File: src/rtl/uart_tx_pkg.sv
// Register map, STATUS bit positions and transmitter state encodings shared by the UART TX block.
package uart_tx_pkg;

  localparam logic [15:0] OFF_TXDATA  = 16'd0;
  localparam logic [15:0] OFF_STATUS  = 16'd1;
  localparam logic [15:0] OFF_DIVISOR = 16'd2;
  localparam logic [15:0] OFF_OVFCNT  = 16'd3;

  localparam int ST_FULL    = 0;
  localparam int ST_EMPTY   = 1;
  localparam int ST_BUSY    = 2;
  localparam int ST_LVL_LSB = 8;

  typedef logic [1:0] tx_state_t;
  localparam tx_state_t S_IDLE  = 2'd0;
  localparam tx_state_t S_START = 2'd1;
  localparam tx_state_t S_DATA  = 2'd2;
  localparam tx_state_t S_STOP  = 2'd3;

endpackage

File: src/rtl/sync_fifo.sv
// Show-ahead synchronous FIFO; push visible at rd_dat one cycle later.
// A push while full is accepted only if a pop frees the slot on the same edge.
module sync_fifo #(
  parameter int WIDTH = 8,
  parameter int DEPTH = 16
) (
  input  logic                     clk,
  input  logic                     rst,
  input  logic                     push,
  input  logic [WIDTH-1:0]         wr_dat,
  input  logic                     pop,
  output logic [WIDTH-1:0]         rd_dat,
  output logic                     full,
  output logic                     empty,
  output logic [$clog2(DEPTH):0]   level
);
  localparam int AW = $clog2(DEPTH);

  logic [AW:0]      wr_ptr_q, wr_ptr_d;
  logic [AW:0]      rd_ptr_q, rd_ptr_d;
  logic [WIDTH-1:0] mem_q [DEPTH];
  logic             do_push, do_pop;

  always_comb begin
    empty    = (wr_ptr_q == rd_ptr_q);
    full     = (wr_ptr_q[AW] != rd_ptr_q[AW]) && (wr_ptr_q[AW-1:0] == rd_ptr_q[AW-1:0]);
    level    = wr_ptr_q - rd_ptr_q;
    rd_dat   = mem_q[rd_ptr_q[AW-1:0]];
    do_pop   = pop && !empty;
    do_push  = push && (!full || do_pop);
    wr_ptr_d = do_push ? wr_ptr_q + 1'b1 : wr_ptr_q;
    rd_ptr_d = do_pop  ? rd_ptr_q + 1'b1 : rd_ptr_q;
  end

  always_ff @(posedge clk) begin
    if (rst) begin
      wr_ptr_q <= '0;
      rd_ptr_q <= '0;
    end else begin
      wr_ptr_q <= wr_ptr_d;
      rd_ptr_q <= rd_ptr_d;
    end
  end

  always_ff @(posedge clk) begin
    if (do_push) mem_q[wr_ptr_q[AW-1:0]] <= wr_dat;
  end

endmodule

File: src/rtl/uart_tx_mmio.sv
// Memory-mapped 8N1 UART transmitter; zero-latency reads, frame starts one cycle after push, full FIFO drops pushes.
// Define UART_TX_OVF_CNT_EN to add the dropped-push counter at offset +3.
module uart_tx_mmio
  import uart_tx_pkg::*;
#(
  parameter logic [15:0] BASE_ADDR  = 16'hFF00,
  parameter int          CLK_DIV    = 434,
  parameter int          FIFO_DEPTH = 16
) (
  input  logic        clk,
  input  logic        rst,
  input  logic [15:0] busAddress,
  input  logic [31:0] busWrData,
  input  logic        busWrEn,
  output logic [31:0] busRdData,
  output logic        txd
);
  localparam int LW = $clog2(FIFO_DEPTH) + 1;

  logic            prev_en_q, prev_en_d;
  logic [15:0]     prev_addr_q, prev_addr_d;
  logic [31:0]     prev_dat_q, prev_dat_d;
  logic [15:0]     div_q, div_d;
  tx_state_t       state_q, state_d;
  logic [15:0]     cnt_q, cnt_d;
  logic [15:0]     lat_div_q, lat_div_d;
  logic [2:0]      bit_idx_q, bit_idx_d;
  logic [7:0]      byte_q, byte_d;
  logic            txd_q, txd_d;

  logic [15:0]     off;
  logic            wr_evt, period_end, start_frame;
  logic            fifo_push, fifo_pop, fifo_full, fifo_empty;
  logic [7:0]      fifo_rd_dat;
  logic [LW-1:0]   fifo_level;
  logic [31:0]     status;
  logic [31:0]     ovf_rd;

  sync_fifo #(.WIDTH(8), .DEPTH(FIFO_DEPTH)) u_fifo (
    .clk    (clk),
    .rst    (rst),
    .push   (fifo_push),
    .wr_dat (busWrData[7:0]),
    .pop    (fifo_pop),
    .rd_dat (fifo_rd_dat),
    .full   (fifo_full),
    .empty  (fifo_empty),
    .level  (fifo_level)
  );

  // A held store only counts once: it must differ from last cycle's bus value.
  always_comb begin
    off         = busAddress - BASE_ADDR;
    wr_evt      = busWrEn && (!prev_en_q || ({busAddress, busWrData} != {prev_addr_q, prev_dat_q}));
    fifo_push   = wr_evt && (off == OFF_TXDATA);
    prev_en_d   = busWrEn;
    prev_addr_d = busAddress;
    prev_dat_d  = busWrData;
    div_d       = (wr_evt && (off == OFF_DIVISOR)) ? busWrData[15:0] : div_q;
  end

  always_comb begin
    state_d     = state_q;
    cnt_d       = cnt_q;
    lat_div_d   = lat_div_q;
    bit_idx_d   = bit_idx_q;
    byte_d      = byte_q;
    txd_d       = txd_q;
    fifo_pop    = 1'b0;
    start_frame = 1'b0;
    period_end  = (cnt_q == lat_div_q - 16'd1);
    if (state_q != S_IDLE) cnt_d = period_end ? 16'd0 : cnt_q + 16'd1;
    case (state_q)
      S_IDLE: begin
        txd_d       = 1'b1;
        start_frame = !fifo_empty;
      end
      S_START: if (period_end) begin
        state_d   = S_DATA;
        bit_idx_d = 3'd0;
        txd_d     = byte_q[0];
      end
      S_DATA: if (period_end) begin
        if (bit_idx_q == 3'd7) begin
          state_d = S_STOP;
          txd_d   = 1'b1;
        end else begin
          bit_idx_d = bit_idx_q + 3'd1;
          txd_d     = byte_q[bit_idx_q + 3'd1];
        end
      end
      S_STOP: if (period_end) begin
        state_d     = S_IDLE;
        txd_d       = 1'b1;
        start_frame = !fifo_empty;
      end
      default: begin
        state_d = S_IDLE;
        txd_d   = 1'b1;
      end
    endcase
    // Divisors below 2 are clamped; the value is frozen for the whole frame.
    if (start_frame) begin
      fifo_pop  = 1'b1;
      byte_d    = fifo_rd_dat;
      lat_div_d = (div_q < 16'd2) ? 16'd2 : div_q;
      cnt_d     = 16'd0;
      state_d   = S_START;
      txd_d     = 1'b0;
    end
  end

  always_ff @(posedge clk) begin
    if (rst) begin
      prev_en_q   <= 1'b0;
      prev_addr_q <= '0;
      prev_dat_q  <= '0;
      div_q       <= 16'(CLK_DIV);
      state_q     <= S_IDLE;
      cnt_q       <= '0;
      lat_div_q   <= 16'd2;
      bit_idx_q   <= '0;
      byte_q      <= '0;
      txd_q       <= 1'b1;
    end else begin
      prev_en_q   <= prev_en_d;
      prev_addr_q <= prev_addr_d;
      prev_dat_q  <= prev_dat_d;
      div_q       <= div_d;
      state_q     <= state_d;
      cnt_q       <= cnt_d;
      lat_div_q   <= lat_div_d;
      bit_idx_q   <= bit_idx_d;
      byte_q      <= byte_d;
      txd_q       <= txd_d;
    end
  end

`ifdef UART_TX_OVF_CNT_EN
  logic [15:0] ovf_q, ovf_d;

  always_comb begin
    ovf_d = ovf_q;
    if (wr_evt && (off == OFF_OVFCNT)) ovf_d = 16'd0;
    else if (fifo_push && fifo_full && !fifo_pop && (ovf_q != 16'hFFFF)) ovf_d = ovf_q + 16'd1;
    ovf_rd = {16'h0, ovf_q};
  end

  always_ff @(posedge clk) begin
    if (rst) ovf_q <= '0;
    else     ovf_q <= ovf_d;
  end
`else
  always_comb ovf_rd = 32'h0;
`endif

  always_comb begin
    status                      = '0;
    status[ST_FULL]             = fifo_full;
    status[ST_EMPTY]            = fifo_empty;
    status[ST_BUSY]             = (state_q != S_IDLE);
    status[ST_LVL_LSB +: LW]    = fifo_level;
    case (off)
      OFF_STATUS:  busRdData = status;
      OFF_DIVISOR: busRdData = {16'h0, div_q};
      OFF_OVFCNT:  busRdData = ovf_rd;
      default:     busRdData = 32'h0;
    endcase
    txd = txd_q;
  end

endmodule
File: config.mk
export PLATFORM = sky130hd
export DESIGN_NAME = uart_tx_mmio
export DESIGN_NICKNAME = d
export VERILOG_FILES = /design/src/rtl/uart_tx_pkg.sv /design/src/rtl/sync_fifo.sv /design/src/rtl/uart_tx_mmio.sv
export SDC_FILE = /design/constraint.sdc
export NUM_CORES = 1
export LEC_CHECK = 0
export BUFFER_PORTS_ARGS = -buffer_cell sky130_fd_sc_hd__buf_4
export CORE_ASPECT_RATIO = 1.75
export CORE_MARGIN = 4
export CORE_UTILIZATION = 25
export CTS_CLUSTER_DIAMETER = 200
export DETAILED_ROUTE_END_ITERATION = 10
export GPL_TIMING_DRIVEN = 0
export PLACE_DENSITY = 0.48
export SLEW_MARGIN = 20
export SYNTH_ARGS = -nofsm -noshare
export SYNTH_HDL_FRONTEND = slang
export SYNTH_SLANG_ARGS = --single-unit
File: constraint.sdc
create_clock -name clk -period 4.7 [get_ports clk]
set_input_delay 0.235 -clock clk [delete_from_list [all_inputs] [get_ports clk]]
set_output_delay 0.235 -clock clk [all_outputs]
set_load 0.02 [all_outputs]
==> flow_metrics.env <==
export IMPL_status="finished, final reports clean"
export IMPL_n_fill_cell=4323
export IMPL_io_buffers=67
export IMPL_worst_slew_pin_slew_ns=0.870
export IMPL_end_kind="register"
export IMPL_root_buffer="clkbuf_16"
export IMPL_grt_pass1_vias=7685
export IMPL_skew_ns=0.0183
export IMPL_die_y_um=284
export IMPL_post_route_period_util_pct=92.6
export IMPL_ioPinCount=84
export IMPL_peakVddDrop_v=0.000276
export IMPL_overflow=0
export IMPL_drc=0
export IMPL_htreeDepth=1
export IMPL_core_sq_um=42800
export IMPL_post_route_util_pct=31.7
export IMPL_crit_type="register to register"
export IMPL_path_clk_slew_ns=0.07
export IMPL_hp_class="input pin to register"
export IMPL_drive_above_1_share_pct=20.8
export IMPL_routabilityCongestion=0.798
export IMPL_numCtsBuffers=25
export IMPL_ys_warn_count=0
export IMPL_power_density_nw_per_um2=351
export IMPL_dpl_hpwl_um=21800
export IMPL_clock_sinks=249
export IMPL_p_seq_share_pct=49.2
export IMPL_cp_arrival_ns=4.58
export IMPL_layout_setup_ws_ns=0.349
export IMPL_final_min_clock_period_ns=4.35
export IMPL_via_count=7085
export IMPL_viasPerCell=4.47
export IMPL_netlist_instances=848
export IMPL_pwr_share_clk_pct=43.1
export IMPL_fmax_ghz=0.230
export IMPL_drv_cap=0
export IMPL_setup_viol=0
export IMPL_ys_flop_type="edfxtp_1"
export IMPL_required_ns=4.93
export IMPL_die_w_um=166
export IMPL_clock_path_buffers=3
export IMPL_async_reset_ff_share_pct=0
export IMPL_finalHoldViolCount=0
export IMPL_grtUsageTotal_pct=12.4
export IMPL_hold_ws_ns=0.0339
export IMPL_power_frac_comb_pct=7.7
export IMPL_synth_cell_types=67
export IMPL_rows=100
export IMPL_drtIter0Drc=382
export IMPL_worst_path_max_fanout=10
export IMPL_ys_seq_area_share_pct=57.6
export IMPL_syn_area_sq_um=10900
export IMPL_routed_wl_um=29500
export IMPL_grt_max_degree=20
export IMPL_clkLatencyLatePin_ns=0.53
export IMPL_place_ws_ns=-0.115
export IMPL_wl_per_cell_um=18.6
export IMPL_sw_frac_of_total_pct=22.6
export IMPL_final_nets=1078
export IMPL_start_kind="register"
export IMPL_synth_seq_cells=249
export IMPL_antenna_cells=0
export IMPL_dieArea_sq_um=47000
export IMPL_firstDrtPassIters=4
export IMPL_switching_power_w=0.00108
export IMPL_ant_nets=0
export IMPL_cts_tree="yes"
export IMPL_avgSynthCellArea_sq_um=12.8
export IMPL_rsz0062_at_grt="false"
export IMPL_antenna_found_initial=0
export IMPL_slew_headroom_pct=42.0
export IMPL_intPower_w=0.00369
export IMPL_drv_slew=0
export IMPL_area_growth_pct=24.6
export IMPL_synth_edf_count=128
export IMPL_start_util_pct=25.4
export IMPL_p_leak_nw=4.80
export IMPL_grt_pass1_wl_um=45800
worst paths after layout:
check                startpoint  slack (ns)                  end  depth (start not counted)
max reg2reg  u_fifo.rd_ptr_q[1]        0.35  u_fifo.mem_q[10][5]                         12
min               busWrData[11]        0.03       prev_dat_q[11]                          3
min reg2reg        bit_idx_q[2]        0.46         bit_idx_q[2]                          2
max          u_fifo.rd_ptr_q[1]        0.35  u_fifo.mem_q[10][5]                         12
layout by cell type (no fill, tap or decap), types with 5 or more instances in the layout:
master	synthesis	routed
nor4_1	12	12
buf_4	16	91
edfxtp_1	128	128
xnor2_1	52	52
dlygate4sd3_1	0	40
nor3_2	2	7
clkbuf_16	0	26
a21oi_1	16	16
and2_1	11	11
clkbuf_1	21	24
ha_1	19	19
nand4_1	17	17
mux4_2	42	42
nor3b_2	1	7
xor2_1	26	26
nor2_1	73	70
a31oi_1	7	7
nand2_1	27	27
mux2i_1	24	24
inv_1	36	36
a211o_1	6	6
dfxtp_1	121	121
buf_6	3	5
and3_1	12	12
nor3_1	15	10
o21ai_0	9	9
a21o_1	10	10
nand3_1	17	17
a22o_1	14	14
conb_1	1	16
nor2b_1	42	42
final cells by class:
type | count | area, sq um | share of cell area [%]
inverter | 36 | 135 | 0.997
clock buffer | 34 | 694 | 5.12
tap | 561 | 702 | 5.18
sequential | 249 | 6270 | 46.2
multi-input combinational | 530 | 4360 | 32.2
buffer | 48 | 269 | 1.98
timing repair buffer | 117 | 986 | 7.27
clock inverter | 10 | 141 | 1.04
logic make-up (layout without fill, tap and decap cells):
kind of cell | after synthesis | in the layout | share of synthesized area (%)
compound gates | 89 | 89 | 5.92
xor+xnor | 78 | 78 | 6.28
fa+ha+maj | 20 | 20 | 2.37
buf+inv | 84 | 245 | 3.70
flops | 249 | 249 | 57.6
mux | 68 | 68 | 11.1
other cells | 1 | 16 | 0.0345
simple gates | 259 | 259 | 13.0
routing by layer:
metal / part of all wire (%) / vias to the layer above / global-route usage (%)
met3: 3.6 / 62 / 1.83
met1: 36 / 3476 / 12.5
met4: 4.5 / 0 / 5.51
li1: - / 3390 / -
met2: 56 / 157 / 24.7
met5: 0 / - / 0
metrics by stage:
| step | cells | total power, W | instance area, sq um | TNS (ns) |
|---|---|---|---|---|
| final | 1585 | 0.00476 | 13600 | 0 |
| after global routing | 1585 | 0.00496 | 13600 | 0 |
| after CTS | 1584 | 0.00484 | 13500 | 0 |
| after detailed placement | 1500 | 0.00274 | 12300 | -2.15 |
| after global placement | 1491 | 0.00273 | 12100 | -45.26 |
| after floorplan | 863 | 0.00259 | 10900 | 0 |
sequential cells by signal, indices dropped and copies added (netlist names):
name and cells:
cnt_q 16, lat_div_q 16, state_q 2, u_fifo.wr_ptr_q 5, bit_idx_q 3, u_fifo.mem_q 128, byte_q 8, prev_addr_q 16
txd 1, div_q 16, u_fifo.rd_ptr_q 5, prev_dat_q 32, prev_en_q 1
Yosys cell counts, types with 7 or more instances:
master,instances,share of area [%]
edfxtp_1,128,35
dfxtp_1,121,22
nor2_1,73,2.5
xnor2_1,52,4.2
mux4_2,42,8.7
nor2b_1,42,2.4
inv_1,36,1.2
nand2_1,27,0.93
xor2_1,26,2.1
mux2i_1,24,2.2
clkbuf_1,21,0.72
ha_1,19,2.2
nand3_1,17,0.78
nand4_1,17,0.98
a21oi_1,16,0.74
buf_4,16,1.1
nor3_1,15,0.69
a22o_1,14,1.1
and3_1,12,0.69
nor4_1,12,0.69
and2_1,11,0.63
a21o_1,10,0.69
nor3b_1,9,0.62
o21ai_0,9,0.41
a31oi_1,7,0.40
critical path: stages, from the launching register on:
cell and delay (ns):
dfxtp_1 0.34, clkbuf_1 0.39, clkbuf_2 0.39, inv_1 0.16, ha_1 0.34, nand4_1 0.13
nor2_1 0.11, nor4b_1 0.38, nand4_1 0.29, a21oi_2 0.47, nand2_1 0.31, nor3b_2 0.50
buf_4 0.23
power by group through the flow:
stage | Sequential [W] | Combinational, W | Clock (W)
CTS | 0.00234 | 0.000372 | 0.00212
detailed placement | 0.00239 | 0.000344 | 0
floorplan | 0.00239 | 0.000200 | 0
global placement | 0.00239 | 0.000342 | 0
finish | 0.00234 | 0.000365 | 0.00205
global route | 0.00235 | 0.000407 | 0.00220
timing repair:
action	CTS	global route
hold buffers	40	0
setup buffers	0	0
resized for setup	6	2
endpoints found under the setup margin	40	80
hold endpoints to repair	46	0
Power figures use the tool's default switching activity.
